## config.mk

```make
export PLATFORM = sky130hd
export DESIGN_NAME = mult_arbiter
export DESIGN_NICKNAME = d
export VERILOG_FILES = /design/src/rtl/mult_arbiter_pkg.sv /design/src/rtl/mult_2in.sv /design/src/rtl/mult_arbiter.sv
export SDC_FILE = /design/constraint.sdc
export NUM_CORES = 2
export LEC_CHECK = 0
export ABC_CLOCK_PERIOD_IN_PS = 10000
export CAP_MARGIN = 10
export CORE_AREA = 3 3 275 277
export DETAILED_ROUTE_END_ITERATION = 10
export DIE_AREA = 0 0 278 280
export PLACE_DENSITY = 0.73
export SETUP_SLACK_MARGIN = 0.2
export SYNTH_ARGS = -nofsm -noshare
export SYNTH_HDL_FRONTEND = slang
export SYNTH_SLANG_ARGS = --single-unit
```

## constraint.sdc

```tcl
create_clock -name clk -period 10 [get_ports clk]
set_clock_uncertainty 0.1 [all_clocks]
set_input_delay 1 -clock clk [delete_from_list [all_inputs] [get_ports clk]]
set_output_delay 1 -clock clk [all_outputs]
set_load 0.05 [all_outputs]
```

## src/rtl/mult_arbiter_pkg.sv

```systemverilog
`default_nettype none
// ============================================================================
//  Module      : mult_arbiter_pkg
//  Description : Shared controller state encodings and fixed-point datapath
//                defaults used by the multiplier arbiter and sibling
//                datapath controllers.
//  Revision    : 1.0 - initial release
// ============================================================================
package mult_arbiter_pkg;

    // Default Q-format: 32-bit words with 24 fractional bits (Q8.24)
    localparam int DEF_WIDTH = 32;
    localparam int DEF_FRAC  = 24;

    // Controller state encoding shared by the datapath controllers
    typedef logic [1:0] state_t;

    localparam state_t c_IDLE = 2'd0;
    localparam state_t c_MUL  = 2'd1;
    localparam state_t c_HOLD = 2'd2;

endpackage : mult_arbiter_pkg
`default_nettype wire

```

## src/rtl/mult_2in.sv

```systemverilog
`default_nettype none
// ============================================================================
//  Module      : mult_2in
//  Description : Combinational signed fixed-point multiplier. Forms the full
//                2*WIDTH product and returns bits [FRAC+WIDTH-1:FRAC]
//                (floor rounding, silent wrap on overflow).
//  Revision    : 1.0 - initial release
// ============================================================================
module mult_2in
    import mult_arbiter_pkg::*;
#(
    parameter int WIDTH = DEF_WIDTH,
    parameter int FRAC  = DEF_FRAC
) (
    input  logic signed [WIDTH-1:0] i_a,
    input  logic signed [WIDTH-1:0] i_b,
    output logic signed [WIDTH-1:0] o_res
);

    logic signed [2*WIDTH-1:0] w_a_ext;
    logic signed [2*WIDTH-1:0] w_b_ext;
    logic signed [2*WIDTH-1:0] w_prod;

    // Sign-extend both operands so the multiply is a full-width signed product
    assign w_a_ext = {{WIDTH{i_a[WIDTH-1]}}, i_a};
    assign w_b_ext = {{WIDTH{i_b[WIDTH-1]}}, i_b};
    assign w_prod  = w_a_ext * w_b_ext;

    // Arithmetic shift drops the fraction (floor), the cast wraps the integer part
    assign o_res = WIDTH'(w_prod >>> FRAC);

endmodule : mult_2in
`default_nettype wire

```

## src/rtl/mult_arbiter.sv

```systemverilog
`default_nettype none
// ============================================================================
//  Module      : mult_arbiter
//  Description : Shares one fixed-point multiplier between N requesters via a
//                round-robin grant. IDLE accepts one operand pair, MUL
//                registers the product, HOLD presents it until consumed.
//  Revision    : 1.0 - initial release
// ============================================================================
module mult_arbiter
    import mult_arbiter_pkg::*;
#(
    parameter int WIDTH = DEF_WIDTH,
    parameter int FRAC  = DEF_FRAC,
    parameter int N     = 4,
    parameter int IDW   = 2
) (
    input  logic                    clk,
    input  logic                    rst,
    input  logic [N-1:0]            i_valid,
    input  logic [N*WIDTH-1:0]      i_a,
    input  logic [N*WIDTH-1:0]      i_b,
    output logic [N-1:0]            o_ready,
    output logic                    o_valid,
    output logic [IDW-1:0]          o_id,
    output logic signed [WIDTH-1:0] o_res,
    input  logic                    i_res_ready,
    output logic                    o_busy
);

    state_t                  r_state;
    state_t                  w_next_state;

    logic [IDW-1:0]          r_ptr;
    logic signed [WIDTH-1:0] r_a;
    logic signed [WIDTH-1:0] r_b;
    logic [IDW-1:0]          r_id;

    logic                    r_valid;
    logic [IDW-1:0]          r_out_id;
    logic signed [WIDTH-1:0] r_res;

    logic                    w_found;
    logic [IDW-1:0]          w_grant_id;
    logic [N-1:0]            w_grant_onehot;
    logic                    w_accept;
    int                      w_sum;
    logic [IDW-1:0]          w_idx;
    logic signed [WIDTH-1:0] w_prod;

    // Round-robin search: first valid requester at or above r_ptr, modulo N
    always_comb begin
        w_found        = 1'b0;
        w_grant_id     = '0;
        w_sum          = 0;
        w_idx          = '0;
        w_grant_onehot = '0;
        for (int i = 0; i < N; i++) begin
            w_sum = int'(r_ptr) + i;
            if (w_sum >= N) begin
                w_sum = w_sum - N;
            end
            w_idx = IDW'(w_sum);
            if (!w_found && i_valid[w_idx]) begin
                w_found    = 1'b1;
                w_grant_id = w_idx;
            end
        end
        w_grant_onehot[w_grant_id] = w_found;
    end

    // State register; reset abandons any operation in flight
    always_ff @(posedge clk) begin
        if (!rst) begin
            r_state <= c_IDLE;
        end else begin
            r_state <= w_next_state;
        end
    end

    // Next-state logic: IDLE -> MUL on a grant, MUL -> HOLD, HOLD -> IDLE when consumed
    always_comb begin
        w_next_state = r_state;
        case (r_state)
            c_IDLE:  if (w_found)     w_next_state = c_MUL;
            c_MUL:                    w_next_state = c_HOLD;
            c_HOLD:  if (i_res_ready) w_next_state = c_IDLE;
            default:                  w_next_state = c_IDLE;
        endcase
    end

    // Outputs: grant strobe only in IDLE and never while reset is asserted
    always_comb begin
        w_accept = (r_state == c_IDLE) && w_found && rst;
        o_ready  = w_accept ? w_grant_onehot : '0;
        o_busy   = (r_state != c_IDLE);
    end

    // Shared multiplier works on the latched operand pair
    mult_2in #(
        .WIDTH (WIDTH),
        .FRAC  (FRAC)
    ) u_mult (
        .i_a   (r_a),
        .i_b   (r_b),
        .o_res (w_prod)
    );

    // Datapath: latch winner on accept, capture product in MUL, release in HOLD
    always_ff @(posedge clk) begin
        if (!rst) begin
            r_ptr    <= '0;
            r_a      <= '0;
            r_b      <= '0;
            r_id     <= '0;
            r_valid  <= 1'b0;
            r_out_id <= '0;
            r_res    <= '0;
        end else begin
            if (w_accept) begin
                r_a   <= i_a[w_grant_id*WIDTH +: WIDTH];
                r_b   <= i_b[w_grant_id*WIDTH +: WIDTH];
                r_id  <= w_grant_id;
                r_ptr <= (w_grant_id == IDW'(N-1)) ? '0 : w_grant_id + IDW'(1);
            end
            if (r_state == c_MUL) begin
                r_res    <= w_prod;
                r_out_id <= r_id;
                r_valid  <= 1'b1;
            end else if ((r_state == c_HOLD) && i_res_ready) begin
                r_valid  <= 1'b0;
            end
        end
    end

    assign o_valid = r_valid;
    assign o_id    = r_out_id;
    assign o_res   = r_res;

endmodule : mult_arbiter
`default_nettype wire

```

==> metrics.txt <==
CP startpoint kind=flip-flop; Final Critical Period=roughly 8.6 ns; synthesized net count=5,885; root buf cell=clkbuf_16; Cell Rows=between 90 and 100; register area share after synthesis=around 5.4%; slew at the pin closest to its max-slew limit=roughly 1.2 ns; H-tree depth=3; post-synthesis async set-or-reset flop share=0%; input/output buffers=between 300 and 400; Critical Path Sink Type=flip-flop; Post-synth EDFFs=0; Num CTS Buffers=9; Max-Cap Viols=0; Synth Warn #=0; Core Footprint=roughly 73,000 um^2; WP data arrival=about 8.8 ns; Post-CTS Resized=0; Worst Path Required=10.19 ns; reg-to-reg slack, setup=1.37 ns; Final Wtd Congestion=0.974; Reg2Reg Launch Point=r_b[2]$_SDFFE_PN0P_; DIE AREA=roughly 78,000 um^2; Post-Synth XOR/XNOR Area=1.13%; via count=30.2k; Hold Crit Depth=2; antenna violations before repair=2; final setup fails=0; Yosys top cell area share=roughly half; clock-pin transition on the worst setup and hold timing paths=around 0.090 ns; #FFs+latches synth=105; NumNets Final=6,020; Max Slew Vio Count=0; RSZ-0062 raised after global routing=no; antenna-violating nets left=0; synthesis-to-finish area growth=10.9%; total global routing overflow=0; main combinational cell family by area after synthesis=adder cells; Final WS setup=between 1 and 1.5 ns; Max clock buf depth=2; HP Start=o_res[29]$_SDFFE_PN0P_; DP Wirelength=slightly below 100,000 um; Fin Hold WS=0.376 ns; pre-CTS worst setup slack=roughly 1.4 ns; setup bufs post-CTS=0; Min-Delay Path Class=flip-flop to flip-flop; Chip Height=between 200 and 300 um; crit share post-route=a little under nine tenths; first-pass iteration count of the detailed router=6; mux cell area share after synthesis=less than 1%; type of the worst setup path=flip-flop to flip-flop; endpoint of the worst hold-timing path=o_res[29]$_SDFFE_PN0P_; Reg2Reg Depth=24; Skew-Pair Late Insertion Delay=about 0.4 ns; io pins=around 300; Post-Synth Adder-Cell Area=56.5%; area leader, netlist=fa_1; clk sinks=105; Post-CTS Hold Buffers=0; reg-to-reg endpoint=o_res[30]$_SDFFE_PN0P_; utilization after layout=58.7%; Distinct cells, synth=65; first-pass GRT wire length=roughly 190,000 um; Post-Synthesis Cells=4,465; setup TNS=0 ns; Slew HR=18.8%; Starting Density=between 50% and 60%; pin count of the biggest net entering global routing=79; Total GRT Usage=between 30% and 40%; Post-Synthesis Cell Area=just under 40,000 um^2; top post-synthesis cells by area=fa_1, inv_1, and2_1; status=finished, final reports clean; Fillers=between 6k and 7k; DRT iter0 DRCs=roughly 2.3k; main flop type after synthesis=dfxtp_1; via-per-instance ratio=about 5.4; Worst Path Max Fanout=23; compound-gate portion of the synthesized area=5.09%; syn avg cell area=between 8 and 9 um^2; Achievable Freq=116 MHz; wire length per cell=about 21 um; simple-gate portion of the synthesized area=around 20%; layout cells sized above 1=3.15%; Die W=approximately 280 um; DR DRC count=0; vias in the first global route=between 30k and 40k; CTS tree=done; Hold Fails Final Rpt=0; routed wire length=about 120,000 um
-- per-stage QoR --
| stage | cell area, um^2 | instances |
|---|---|---|
| 4_1_cts | 42900 | 5564 |
| 3_3_place_gp | 42600 | 5546 |
| 5_1_grt | 42900 | 5564 |
| 6_report | 42900 | 5565 |
| 2_1_floorplan | 38700 | 4465 |
| 3_5_place_dp | 42600 | 5548 |
-- kinds of logic after synthesis --
family / Yosys count
AOI/OAI and AO/OA: 318
adders and majority gates: 1157
muxes: 1
and+or+nand+nor: 1600
DFF: 105
buffers and inverters: 1234
xor gates and xnor gates: 50
-- how the worst max path moves through the flow --
| stage | start | end | slack, ns | cells past startpoint |
|---|---|---|---|---|
| finish | r_b[2]$_SDFFE_PN0P_ | o_res[30]$_SDFFE_PN0P_ | 1.37 | 24 |
| global route | r_a[10]$_SDFFE_PN0P_ | o_res[27]$_SDFFE_PN0P_ | 0.92 | 26 |
| CTS | r_a[31]$_SDFFE_PN0P_ | o_res[30]$_SDFFE_PN0P_ | 1.41 | 21 |
| floorplan | r_a[31]$_SDFFE_PN0P_ | o_res[30]$_SDFFE_PN0P_ | 2.61 | 25 |
| detailed placement | r_a[31]$_SDFFE_PN0P_ | o_res[30]$_SDFFE_PN0P_ | 1.43 | 21 |
| global placement | r_b[2]$_SDFFE_PN0P_ | o_res[30]$_SDFFE_PN0P_ | 1.52 | 24 |
-- critical path: stages, from the launching register on --
cell and delay, ns:
dfxtp_1 1.01, nand2_1 0.21, inv_1 0.17, fa_1 0.45, fa_1 0.49, fa_1 0.63
inv_1 0.27, fa_1 0.56, inv_1 0.05, fa_1 0.49, fa_1 0.53, fa_1 0.51
inv_1 0.06, fa_1 0.52, inv_1 0.05, ha_1 0.37, and2_4 0.22, and3_1 0.21
and4_1 0.25, and2b_1 0.18, a41o_1 0.31, o211ai_2 0.26, a21oi_2 0.10, o311a_1 0.29
a32o_1 0.21
-- synthesized netlist by cell type, types with 36 or more instances --
cell type,n
nand3_1,124
o21ai_0,145
nor2_1,181
nand2_1,734
xnor2_1,36
fa_1,982
dfxtp_1,105
ha_1,175
clkbuf_1,247
inv_1,958
a21oi_1,51
and2_1,458
-- cells in the final DEF, fill, tap and decap left out, drive strengths merged, types with 4 or more instances in the layout --
master and instances:
nand3 125, dfxtp 105, o21ai 154, a21oi 57
o21a 12, nor3b 5, o31ai 10, nand2 734
fa 982, nand2b 13, clkdlybuf4s50 301, a21o 26
nor2b 31, nor3 8, xnor2 36, o21bai 4
ha 175, a21boi 5, inv 961, a221oi 4
nand4 12, xor2 14, nor2 181, buf 99
clkbuf 9, and2 459, o211ai 4, and3 18
a211oi 5, a311oi 12
-- registers in the layout, indices dropped and copies added, names as in the netlist --
register	cells
r_ptr	2
r_b	32
r_id	2
r_state	2
o_res	32
o_id	2
r_a	32
o_valid	1
-- layer usage --
layer	global-route usage, %	routed length, um	share of wire, %	vias to the layer above
li1	-	-	-	13300
met1	40.5	45600	39	15300
met2	52.2	54900	47	1426
met3	6.82	11100	9.5	249
met4	12.5	5790	4.9	2
met5	0	13	0.011	-
-- area by class of cell --
cell class / instances / area (um^2) / area share [%]
Antenna cell: 1 / 2.50 / 0.00584
Clock buffer: 9 / 225 / 0.525
Clock inverter: 7 / 80.1 / 0.187
Inverter: 958 / 3600 / 8.39
Multi-Input combinational cell: 3126 / 31900 / 74.4
Sequential cell: 105 / 2110 / 4.92
Tap cell: 959 / 1200 / 2.80
Timing Repair Buffer: 400 / 3760 / 8.76
Power is left out: the tool's default activity adds up to more than one toggle a clock period on the data nets, which glitch-free logic cannot reach.
